File: src/rtl/uart_word_tx_fifo_if.sv
`timescale 1ns/1ps
// uart_word_tx_fifo_if: producer-side bus of the buffered word UART transmitter.
//   master : drives data/send_en/Baud_Set/parity_odd and observes line and status.
//   slave  : the transmitter. It accepts words and reports line, Tx_Done, busy and FIFO status.
//   data[DATA_WIDTH]   word to enqueue
//   send_en            enqueue strobe
//   Baud_Set[3]        baud select 0..7
//   parity_odd         parity sense
//   uart_tx            serial line, idle high
//   Tx_Done            one-cycle pulse per completed word
//   uart_state         word being serialised
//   fifo_full          FIFO holds FIFO_DEPTH words
//   fifo_count[CNT_W]  words queued, excluding the word in the shifter
//   overflow           one-cycle pulse per dropped send_en
interface uart_word_tx_fifo_if #(
    parameter int unsigned DATA_WIDTH = 32,
    parameter int unsigned FIFO_DEPTH = 4
);
    localparam int unsigned CNT_W = $clog2(FIFO_DEPTH) + 1;

    logic [DATA_WIDTH-1:0] data;
    logic                  send_en;
    logic [2:0]            Baud_Set;
    logic                  parity_odd;
    logic                  uart_tx;
    logic                  Tx_Done;
    logic                  uart_state;
    logic                  fifo_full;
    logic [CNT_W-1:0]      fifo_count;
    logic                  overflow;

    modport master (
        output data, send_en, Baud_Set, parity_odd,
        input  uart_tx, Tx_Done, uart_state, fifo_full, fifo_count, overflow
    );

    modport slave (
        input  data, send_en, Baud_Set, parity_odd,
        output uart_tx, Tx_Done, uart_state, fifo_full, fifo_count, overflow
    );
endinterface

File: src/rtl/uart_word_tx_fifo.sv
`timescale 1ns/1ps
// uart_word_tx_fifo: multi-byte UART transmitter fed by a word FIFO.
// Each DATA_WIDTH-bit word leaves the FIFO and goes out as DATA_WIDTH/8 back-to-back
// 8N1/8N2 frames, in the byte order set by MSB_FIRST. Bits within a byte go LSB first.
// Optional feature macro: UART_WTX_PARITY_EN. It adds a parity bit to each frame:
// even parity, or odd parity when parity_odd is high.
// Ports:
//   Clk  system clock, rising edge
//   Rst  asynchronous active-high reset
//   bus  uart_word_tx_fifo_if.slave. It carries data/send_en/Baud_Set/parity_odd in, and
//        uart_tx/Tx_Done/uart_state/fifo_full/fifo_count/overflow out.
module uart_word_tx_fifo #(
    parameter int unsigned DATA_WIDTH  = 32,
    parameter int unsigned MSB_FIRST   = 0,
    parameter int unsigned FIFO_DEPTH  = 4,
    parameter int unsigned CLK_FREQ_HZ = 50_000_000,
    parameter int unsigned STOP_BITS   = 1
) (
    input  logic               Clk,
    input  logic               Rst,
    uart_word_tx_fifo_if.slave bus
);
    // Baud divisor. It is clamped to 1 so that a slow clock cannot stall the bit counter.
    function automatic int unsigned f_div(input int unsigned baud);
        return (CLK_FREQ_HZ / baud == 0) ? 1 : CLK_FREQ_HZ / baud;
    endfunction

    localparam int unsigned N_BYTES = DATA_WIDTH / 8;
    localparam int unsigned BYTE_W  = (N_BYTES > 1) ? $clog2(N_BYTES) : 1;
    localparam int unsigned PTR_W   = $clog2(FIFO_DEPTH);
    localparam int unsigned CNT_W   = PTR_W + 1;
    localparam int unsigned DIV0 = f_div(9600);
    localparam int unsigned DIV1 = f_div(19200);
    localparam int unsigned DIV2 = f_div(38400);
    localparam int unsigned DIV3 = f_div(57600);
    localparam int unsigned DIV4 = f_div(115200);
    localparam int unsigned DIV5 = f_div(230400);
    localparam int unsigned DIV6 = f_div(460800);
    localparam int unsigned DIV7 = f_div(921600);
    localparam int unsigned DIV_W = $clog2(DIV0 + 1);

    localparam logic [2:0] S_IDLE   = 3'd0;
    localparam logic [2:0] S_START  = 3'd1;
    localparam logic [2:0] S_DATA   = 3'd2;
    localparam logic [2:0] S_STOP   = 3'd3;
`ifdef UART_WTX_PARITY_EN
    localparam logic [2:0] S_PARITY = 3'd4;
`endif

    function automatic logic [DIV_W-1:0] f_sel_div(input logic [2:0] sel);
        case (sel)
            3'd0:    return DIV_W'(DIV0);
            3'd1:    return DIV_W'(DIV1);
            3'd2:    return DIV_W'(DIV2);
            3'd3:    return DIV_W'(DIV3);
            3'd4:    return DIV_W'(DIV4);
            3'd5:    return DIV_W'(DIV5);
            3'd6:    return DIV_W'(DIV6);
            default: return DIV_W'(DIV7);
        endcase
    endfunction

    // FIFO storage and status
    logic [DATA_WIDTH-1:0] r_mem [FIFO_DEPTH];
    logic [PTR_W-1:0]      r_wr_ptr, r_rd_ptr;
    logic [CNT_W-1:0]      r_count;
    logic                  r_full;
    logic                  r_overflow;

    // Serialiser state
    logic [2:0]            r_state;
    logic [DIV_W-1:0]      r_baud_cnt;
    logic [DIV_W-1:0]      r_div;
    logic [2:0]            r_bit_idx;
    logic [BYTE_W-1:0]     r_byte_idx;
    logic [DATA_WIDTH-1:0] r_shift;
    logic                  r_tx;
    logic                  r_done;
    logic                  r_busy;

    logic [2:0]            w_state_nxt;
    logic [DIV_W-1:0]      w_baud_cnt_nxt;
    logic [DIV_W-1:0]      w_div_nxt;
    logic [2:0]            w_bit_idx_nxt;
    logic [BYTE_W-1:0]     w_byte_idx_nxt;
    logic [DATA_WIDTH-1:0] w_shift_nxt;
    logic                  w_tx_nxt;
    logic                  w_done_nxt;
    logic                  w_busy_nxt;
    logic                  w_pop;
    logic                  w_push;
    logic [CNT_W-1:0]      w_count_nxt;
    logic                  w_bit_end;
    logic [7:0]            w_byte;

    // The byte on the wire is always at the outgoing end of the shifter.
    assign w_byte    = (MSB_FIRST != 0) ? r_shift[DATA_WIDTH-1 -: 8] : r_shift[7:0];
    assign w_bit_end = (r_baud_cnt == r_div - DIV_W'(1));
    // Full is sampled before the edge, so a pop on the same edge cannot rescue the write.
    assign w_push    = bus.send_en && !r_full;

`ifdef UART_WTX_PARITY_EN
    logic w_parity;
    assign w_parity = (^w_byte) ^ bus.parity_odd;
`else
    logic w_unused_parity;
    assign w_unused_parity = bus.parity_odd;
`endif

    // FIFO occupancy next value
    always_comb begin
        w_count_nxt = r_count;
        if (w_push && !w_pop)
            w_count_nxt = r_count + CNT_W'(1);
        else if (w_pop && !w_push)
            w_count_nxt = r_count - CNT_W'(1);
    end

    // FIFO storage; no reset needed on the data array
    always_ff @(posedge Clk) begin
        if (w_push)
            r_mem[r_wr_ptr] <= bus.data;
    end

    // FIFO pointers, count, full and overflow
    always_ff @(posedge Clk or posedge Rst) begin
        if (Rst) begin
            r_wr_ptr   <= '0;
            r_rd_ptr   <= '0;
            r_count    <= '0;
            r_full     <= 1'b0;
            r_overflow <= 1'b0;
        end else begin
            if (w_push)
                r_wr_ptr <= r_wr_ptr + PTR_W'(1);
            if (w_pop)
                r_rd_ptr <= r_rd_ptr + PTR_W'(1);
            r_count    <= w_count_nxt;
            r_full     <= (w_count_nxt == CNT_W'(FIFO_DEPTH));
            r_overflow <= bus.send_en && r_full;
        end
    end

    // Serialiser next-state and datapath
    always_comb begin
        w_state_nxt    = r_state;
        w_baud_cnt_nxt = r_baud_cnt + DIV_W'(1);
        w_div_nxt      = r_div;
        w_bit_idx_nxt  = r_bit_idx;
        w_byte_idx_nxt = r_byte_idx;
        w_shift_nxt    = r_shift;
        w_tx_nxt       = r_tx;
        w_done_nxt     = 1'b0;
        w_busy_nxt     = r_busy;
        w_pop          = 1'b0;
        case (r_state)
            S_IDLE: begin
                w_tx_nxt       = 1'b1;
                w_baud_cnt_nxt = '0;
                if (r_count != '0) begin
                    w_pop          = 1'b1;
                    w_shift_nxt    = r_mem[r_rd_ptr];
                    w_div_nxt      = f_sel_div(bus.Baud_Set);
                    w_byte_idx_nxt = '0;
                    w_tx_nxt       = 1'b0;
                    w_busy_nxt     = 1'b1;
                    w_state_nxt    = S_START;
                end
            end
            S_START: begin
                if (w_bit_end) begin
                    w_baud_cnt_nxt = '0;
                    w_bit_idx_nxt  = '0;
                    w_tx_nxt       = w_byte[0];
                    w_state_nxt    = S_DATA;
                end
            end
            S_DATA: begin
                if (w_bit_end) begin
                    w_baud_cnt_nxt = '0;
                    if (r_bit_idx == 3'd7) begin
                        w_bit_idx_nxt = '0;
`ifdef UART_WTX_PARITY_EN
                        w_tx_nxt      = w_parity;
                        w_state_nxt   = S_PARITY;
`else
                        w_tx_nxt      = 1'b1;
                        w_state_nxt   = S_STOP;
`endif
                    end else begin
                        w_bit_idx_nxt = r_bit_idx + 3'd1;
                        w_tx_nxt      = w_byte[r_bit_idx + 3'd1];
                    end
                end
            end
`ifdef UART_WTX_PARITY_EN
            S_PARITY: begin
                if (w_bit_end) begin
                    w_baud_cnt_nxt = '0;
                    w_tx_nxt       = 1'b1;
                    w_state_nxt    = S_STOP;
                end
            end
`endif
            S_STOP: begin
                if (w_bit_end) begin
                    w_baud_cnt_nxt = '0;
                    if (r_bit_idx != 3'(STOP_BITS - 1)) begin
                        w_bit_idx_nxt = r_bit_idx + 3'd1;
                    end else if (r_byte_idx == BYTE_W'(N_BYTES - 1)) begin
                        w_tx_nxt    = 1'b1;
                        w_done_nxt  = 1'b1;
                        w_busy_nxt  = 1'b0;
                        w_state_nxt = S_IDLE;
                    end else begin
                        // Next byte starts immediately, without an idle gap
                        w_bit_idx_nxt  = '0;
                        w_byte_idx_nxt = r_byte_idx + BYTE_W'(1);
                        w_shift_nxt    = (MSB_FIRST != 0) ? (r_shift << 8) : (r_shift >> 8);
                        w_tx_nxt       = 1'b0;
                        w_state_nxt    = S_START;
                    end
                end
            end
            default: begin
                w_tx_nxt    = 1'b1;
                w_busy_nxt  = 1'b0;
                w_state_nxt = S_IDLE;
            end
        endcase
    end

    // Serialiser state register
    always_ff @(posedge Clk or posedge Rst) begin
        if (Rst) begin
            r_state    <= S_IDLE;
            r_baud_cnt <= '0;
            r_div      <= DIV_W'(1);
            r_bit_idx  <= '0;
            r_byte_idx <= '0;
            r_shift    <= '0;
            r_tx       <= 1'b1;
            r_done     <= 1'b0;
            r_busy     <= 1'b0;
        end else begin
            r_state    <= w_state_nxt;
            r_baud_cnt <= w_baud_cnt_nxt;
            r_div      <= w_div_nxt;
            r_bit_idx  <= w_bit_idx_nxt;
            r_byte_idx <= w_byte_idx_nxt;
            r_shift    <= w_shift_nxt;
            r_tx       <= w_tx_nxt;
            r_done     <= w_done_nxt;
            r_busy     <= w_busy_nxt;
        end
    end

    assign bus.uart_tx    = r_tx;
    assign bus.Tx_Done    = r_done;
    assign bus.uart_state = r_busy;
    assign bus.fifo_full  = r_full;
    assign bus.fifo_count = r_count;
    assign bus.overflow   = r_overflow;
endmodule

File: src/flat_wrapper.sv
// flat-port wrapper written by rule: the top's interface ports become plain ports
module uart_word_tx_fifo_flat 
#(
    parameter int unsigned DATA_WIDTH  = 32,
    parameter int unsigned MSB_FIRST   = 0,
    parameter int unsigned FIFO_DEPTH  = 4,
    parameter int unsigned CLK_FREQ_HZ = 50_000_000,
    parameter int unsigned STOP_BITS   = 1
)
  (Clk, Rst, bus_data, bus_send_en, bus_Baud_Set, bus_parity_odd, bus_uart_tx, bus_Tx_Done, bus_uart_state, bus_fifo_full, bus_fifo_count, bus_overflow);
  uart_word_tx_fifo_if #(.DATA_WIDTH(DATA_WIDTH), .FIFO_DEPTH(FIFO_DEPTH)) bus_i ();
  input  logic Clk;
  input  logic Rst;
  input wire logic [$bits(bus_i.data)-1:0] bus_data;
  input wire logic [$bits(bus_i.send_en)-1:0] bus_send_en;
  input wire logic [$bits(bus_i.Baud_Set)-1:0] bus_Baud_Set;
  input wire logic [$bits(bus_i.parity_odd)-1:0] bus_parity_odd;
  output wire logic [$bits(bus_i.uart_tx)-1:0] bus_uart_tx;
  output wire logic [$bits(bus_i.Tx_Done)-1:0] bus_Tx_Done;
  output wire logic [$bits(bus_i.uart_state)-1:0] bus_uart_state;
  output wire logic [$bits(bus_i.fifo_full)-1:0] bus_fifo_full;
  output wire logic [$bits(bus_i.fifo_count)-1:0] bus_fifo_count;
  output wire logic [$bits(bus_i.overflow)-1:0] bus_overflow;
  assign bus_i.data = bus_data;
  assign bus_i.send_en = bus_send_en;
  assign bus_i.Baud_Set = bus_Baud_Set;
  assign bus_i.parity_odd = bus_parity_odd;
  assign bus_uart_tx = bus_i.uart_tx;
  assign bus_Tx_Done = bus_i.Tx_Done;
  assign bus_uart_state = bus_i.uart_state;
  assign bus_fifo_full = bus_i.fifo_full;
  assign bus_fifo_count = bus_i.fifo_count;
  assign bus_overflow = bus_i.overflow;
  uart_word_tx_fifo #(.DATA_WIDTH(DATA_WIDTH), .MSB_FIRST(MSB_FIRST), .FIFO_DEPTH(FIFO_DEPTH), .CLK_FREQ_HZ(CLK_FREQ_HZ), .STOP_BITS(STOP_BITS)) u_core (.Clk(Clk), .Rst(Rst), .bus(bus_i));
endmodule
File: config.mk
export PLATFORM = sky130hd
export DESIGN_NAME = uart_word_tx_fifo_flat
export DESIGN_NICKNAME = d
export VERILOG_FILES = /design/src/rtl/uart_word_tx_fifo_if.sv /design/src/rtl/uart_word_tx_fifo.sv /design/src/flat_wrapper.sv
export SDC_FILE = /design/constraint.sdc
export NUM_CORES = 1
export LEC_CHECK = 0
export ABC_AREA = 1
export BUFFER_PORTS_ARGS = -buffer_cell sky130_fd_sc_hd__buf_2
export CORE_MARGIN = 2
export CORE_UTILIZATION = 46
export DETAILED_ROUTE_END_ITERATION = 8
export SLEW_MARGIN = 20
export SYNTH_ARGS = -nofsm -noshare
export SYNTH_HDL_FRONTEND = slang
export SYNTH_SLANG_ARGS = --single-unit
File: constraint.sdc
create_clock -name Clk -period 2.9 [get_ports Clk]
set_input_delay 0.435 -clock Clk [delete_from_list [all_inputs] [get_ports Clk]]
set_output_delay 0.435 -clock Clk [all_outputs]
set_load 0.02 [all_outputs]
==> out/summary.md <==
The tightest min-delay check is of the in2async type. The clock net in this run drives a total of 205 sinks. In this run the static leakage power is 4.36 nW. For the worst setup path, the data required time is 3.30 ns.

Yosys printed 0 warnings. Counting flops and latches in the post-synthesis netlist gives 205. Detailed routing inserted a total of 6455 vias.

Summing the areas of all compound-gate instances in the mapped netlist gives 9.18% of the synthesized area. The via-per-instance ratio was 5.18. After clock tree synthesis, the setup repair step added 0 buffers. Dominant combinational cell family by area after synthesis: simple AND/OR/NAND/NOR gates.

The proportion of layout cells with a drive suffix above 1 works out to 13.1%. Dividing the final minimum period by the clock period gives 84.7%. The clock slew at the register clock pins of the worst setup and hold paths was 0.06 ns; the detailed router's first-iteration violation count was 448. At the pin with the least slew margin, the transition time is 0.758 ns. Post-detailed-route count of antenna-violating nets: 0. In this run the core area contains 52 standard-cell rows. The switching power share of the total was 38.6%. The cell at the slowest stage of the critical path is sky130_fd_sc_hd__dfstp_2. The initial core utilization came out at 46.5%. Summing the sequential cell areas from Yosys gives 61.9% of the chip area.

After global routing the overflow that remains totals 0. For this design the top-level I/O count stands at 47. Most instantiated flip-flop cell in the synthesis netlist: sky130_fd_sc_hd__edfxtp_1. The logs give 0.784 for the final RePlAce weighted congestion and 37.5% for the relative contribution of sequential cells to total power. Setup violations remaining at the end of the flow were counted as 0. The basic-gate share of the synthesized area counting and, or, nand and nor cells was 20.2%; the maximum clock skew at final layout was 0.0179 ns. Derived from the worst setup path, the maximum achievable clock frequency is 0.407 GHz.

The initial antenna violation count came out at 1. TritonCTS built the clock tree. Across the VDD grid, the largest voltage drop is 504 uV. After layout, the worst setup slack is 0.443 ns.

Of the total power, combinational logic draws 38.6%. Floorplan die area: 0.0214 mm^2. The worst path needs 2.46 ns of the cycle, external delays included.

For the number of buffers added by the clock tree synthesis step, the log shows 23. Gates resized during post-CTS repair numbered 0. The number of distinct standard cells referenced by the synthesized netlist was 39. The flow ran to the end, and the final reports show no timing, DRC or antenna violations. The tools report the type of element launching the critical path as a flop. For the number of antenna diodes, the log shows 0.

Summed negative setup slack over all endpoints: 0 ns. Each instance of the synthesized netlist takes up on average 10.2 um^2. For the number of remaining DRC errors, the log shows 0. The cell repeated most along the worst path was sky130_fd_sc_hd__nand2_1.

Cell internal power was estimated by the tool at 7.12 mW. The count of TritonRoute iterations in the first routing pass came out at 5. After detailed routing, the average wire length per cell comes to 15.4 um.

Setup repair after global routing left no endpoint under its margin. The run gives 0.00989 mm^2 as the cell area after placement. Of the total synthesized cell area, the portion taken by XOR and XNOR cells is 1.41%. The tools report the relative slew slack as 49.4%. For the worst setup path, the data arrival time is 2.85 ns. Multiplexer share of the synthesized area: 0%.

The root buffer cell chosen for the clock tree is sky130_fd_sc_hd__clkbuf_16. The synthesis-to-finish area growth works out to 13.8%. The via count of the first global-routing pass came out at 6305.

Walking the worst path, the cells encountered are inv_2 -> ha_1 -> inv_1 -> nand2_1 -> nand2_1 -> nor2_1 -> nand3_1 -> nor2_1 -> nand2_1 -> nor2_4 -> nand3_4 -> nand2_2 -> nand4_4 -> buf_4 -> nand2_1 -> nand2_1. The tools report the count of H-tree levels built during CTS as 1. Maximum fanout along the worst path: 34.

Prior to clock tree synthesis, the placed netlist has a worst setup slack of 0.423 ns. For the total routed wirelength, the log shows 19200 um. In the global route stage, overall resource usage came out at 18.4%. The share of async-settable or async-resettable flops after synthesis came out at 37.6%. The wire-length estimate of the detail-placed layout is 11900 um. The number of hold buffers added after CTS was 0. Counting flops with a built-in enable in the synthesized netlist gives 128. The combined area of all synthesized cells is 0.00932 mm^2.

The classification of the worst setup path was reg2reg. The logs give 0 for the final-report hold violation count and 4.48 mW for the net switching power of the design. The largest stage delay on the critical path came out at 0.57 ns. For the synthesized net count, the log shows 974. The worst hold slack was 0.0352 ns; the vertical die dimension was 146 um.

For the worst-skew pair, the clock arrives at the later sink with an insertion delay of 0.52 ns. Measured along the x axis, the die boundary spans 146 um. The first global-routing pass estimated 32000 um of wire. The logs give 0 for the final number of max-transition violations and 3 for the buffer levels on the longest clock path. In the synthesized netlist, the number of instances is 918. Max-cap violations in this run came to 0. The region available for standard cell placement spans 0.0200 mm^2.

The clock power share was 23.8%. Entering global routing, the biggest net connects 66 pins. Post-synthesis adder-cell area fraction: 2.28%.

Power spread over the standard cell area amounts to 1090 mW/mm^2. Once layout is done, the placed cells without fillers occupy 0.0106 mm^2. The category of the worst setup path capture point is a flop. The final layout contains 1018 nets. The number of port buffers works out to 45.
==> path summary, 6_finish.rpt <==
path | endpoint | from | slack (ns) | cells past startpoint
max | u_core.r_byte_idx[1] | u_core.r_div[0] | 0.44 | 16
min | u_core.r_wr_ptr[1] | Rst | 0.04 | 2
max reg2reg | u_core.r_byte_idx[1] | u_core.r_div[0] | 0.44 | 16
min reg2reg | u_core.bus.uart_tx | u_core.bus.uart_tx | 0.46 | 2
max in group asynchronous | u_core.r_shift[15] | Rst | 2.17 | 3
min in group Clk | u_core.bus.overflow | bus_send_en | 0.12 | 3
==> sequential cells by signal, indices dropped and copies added (netlist names), 2 cells and up <==
register	count
u_core.r_mem	128
u_core.r_shift	32
u_core.r_baud_cnt	13
u_core.r_div	13
u_core.bus.fifo_count	3
u_core.r_bit_idx	3
u_core.r_byte_idx	2
u_core.r_rd_ptr	2
u_core.r_state	2
u_core.r_wr_ptr	2
==> synth_stat cells, drive strengths merged (2+ instances only) <==
cell    count  area, um^2
buf        24         148
o211ai      2        15.0
clkbuf     19        71.3
dfrtp      75        1880
ha         17         213
dfstp       2        52.6
nand4      39         259
xor2        9        78.8
or2         2        12.5
o21ai      56         280
a21oi      43         215
o22ai       3        18.8
nand3b      3        22.5
a31oi       3        18.8
nor3        5        25.0
nor3b       5        37.5
nand2     272        1030
inv        65         244
nand3      24         133
edfxtp    128        3840
xnor2       6        52.6
nor2       85         362
a32o       24         240
==> metal layers <==
layer  vias up  part of all wire, %  GRT usage (%)
met5         -                    0              0
met4         0                  2.5           5.19
met3        36                  4.1           3.06
met2       113                   48           31.0
met1      3079                   45           24.9
li1       3227                    -              -
==> cell type report <==
class                   instances  area (um^2)
multi-input cells             605         3120
clock buffers                  26          587
inverters                      65          245
clock inverters                14          128
well taps                     270          338
flip-flops and latches        205         5770
fillers                      1894         9430
repair buffers                 62          415
==> power groups by stage <==
| stage | clock network (mW) | logic, mW | registers [mW] |
|---|---|---|---|
| 2_1_floorplan | 0 | 3.36 | 4.35 |
| 6_report | 2.77 | 4.48 | 4.35 |
| 3_3_place_gp | 0 | 4.44 | 4.40 |
| 4_1_cts | 2.83 | 4.54 | 4.36 |
| 3_5_place_dp | 0 | 4.52 | 4.41 |
| 5_1_grt | 2.95 | 5.09 | 4.44 |
==> critical path: cells and delay by family (launching register included) <==
kind	cells	cell delay [ns]
and+or+nand+nor	12	1.05
DFF	1	0.57
buffers and inverters	3	0.40
adders and majority gates	1	0.31
==> through the flow <==
stage / std cells / util [%] / power (mW)
after CTS: 1247 / 52.9 / 11.7
after global placement: 1207 / 49.4 / 8.84
after detailed placement: 1207 / 49.4 / 8.93
after global routing: 1247 / 52.9 / 12.5
after floorplan: 918 / - / 7.71
final: 1247 / 52.9 / 11.6
==> cell usage in the layout, fill, tap and decap left out, types with 7 or more instances in the layout <==
cell / n
sky130_fd_sc_hd__clkinv_1: 8
sky130_fd_sc_hd__xor2_1: 9
sky130_fd_sc_hd__a21oi_1: 42
sky130_fd_sc_hd__o21ai_0: 55
sky130_fd_sc_hd__nor2_2: 8
sky130_fd_sc_hd__dfrtp_1: 74
sky130_fd_sc_hd__buf_4: 12
sky130_fd_sc_hd__nor2_4: 7
sky130_fd_sc_hd__nand2_1: 267
sky130_fd_sc_hd__nand3_1: 23
sky130_fd_sc_hd__edfxtp_1: 128
sky130_fd_sc_hd__nor2_1: 70
sky130_fd_sc_hd__a32o_1: 24
sky130_fd_sc_hd__nand4_1: 38
sky130_fd_sc_hd__buf_2: 45
sky130_fd_sc_hd__clkbuf_16: 23
sky130_fd_sc_hd__ha_1: 16
sky130_fd_sc_hd__inv_1: 58
==> cells by family (layout without fill, tap and decap cells) <==
group,count (synthesis),in the layout
XOR/XNOR,15,15
buffers and inverters,108,167
flip-flops,205,205
AO/OA/AOI/OAI,138,138
adder cells (fa/ha/maj),17,17
AND/OR/NAND/NOR,435,435
(Power assumes the default switching activity.)
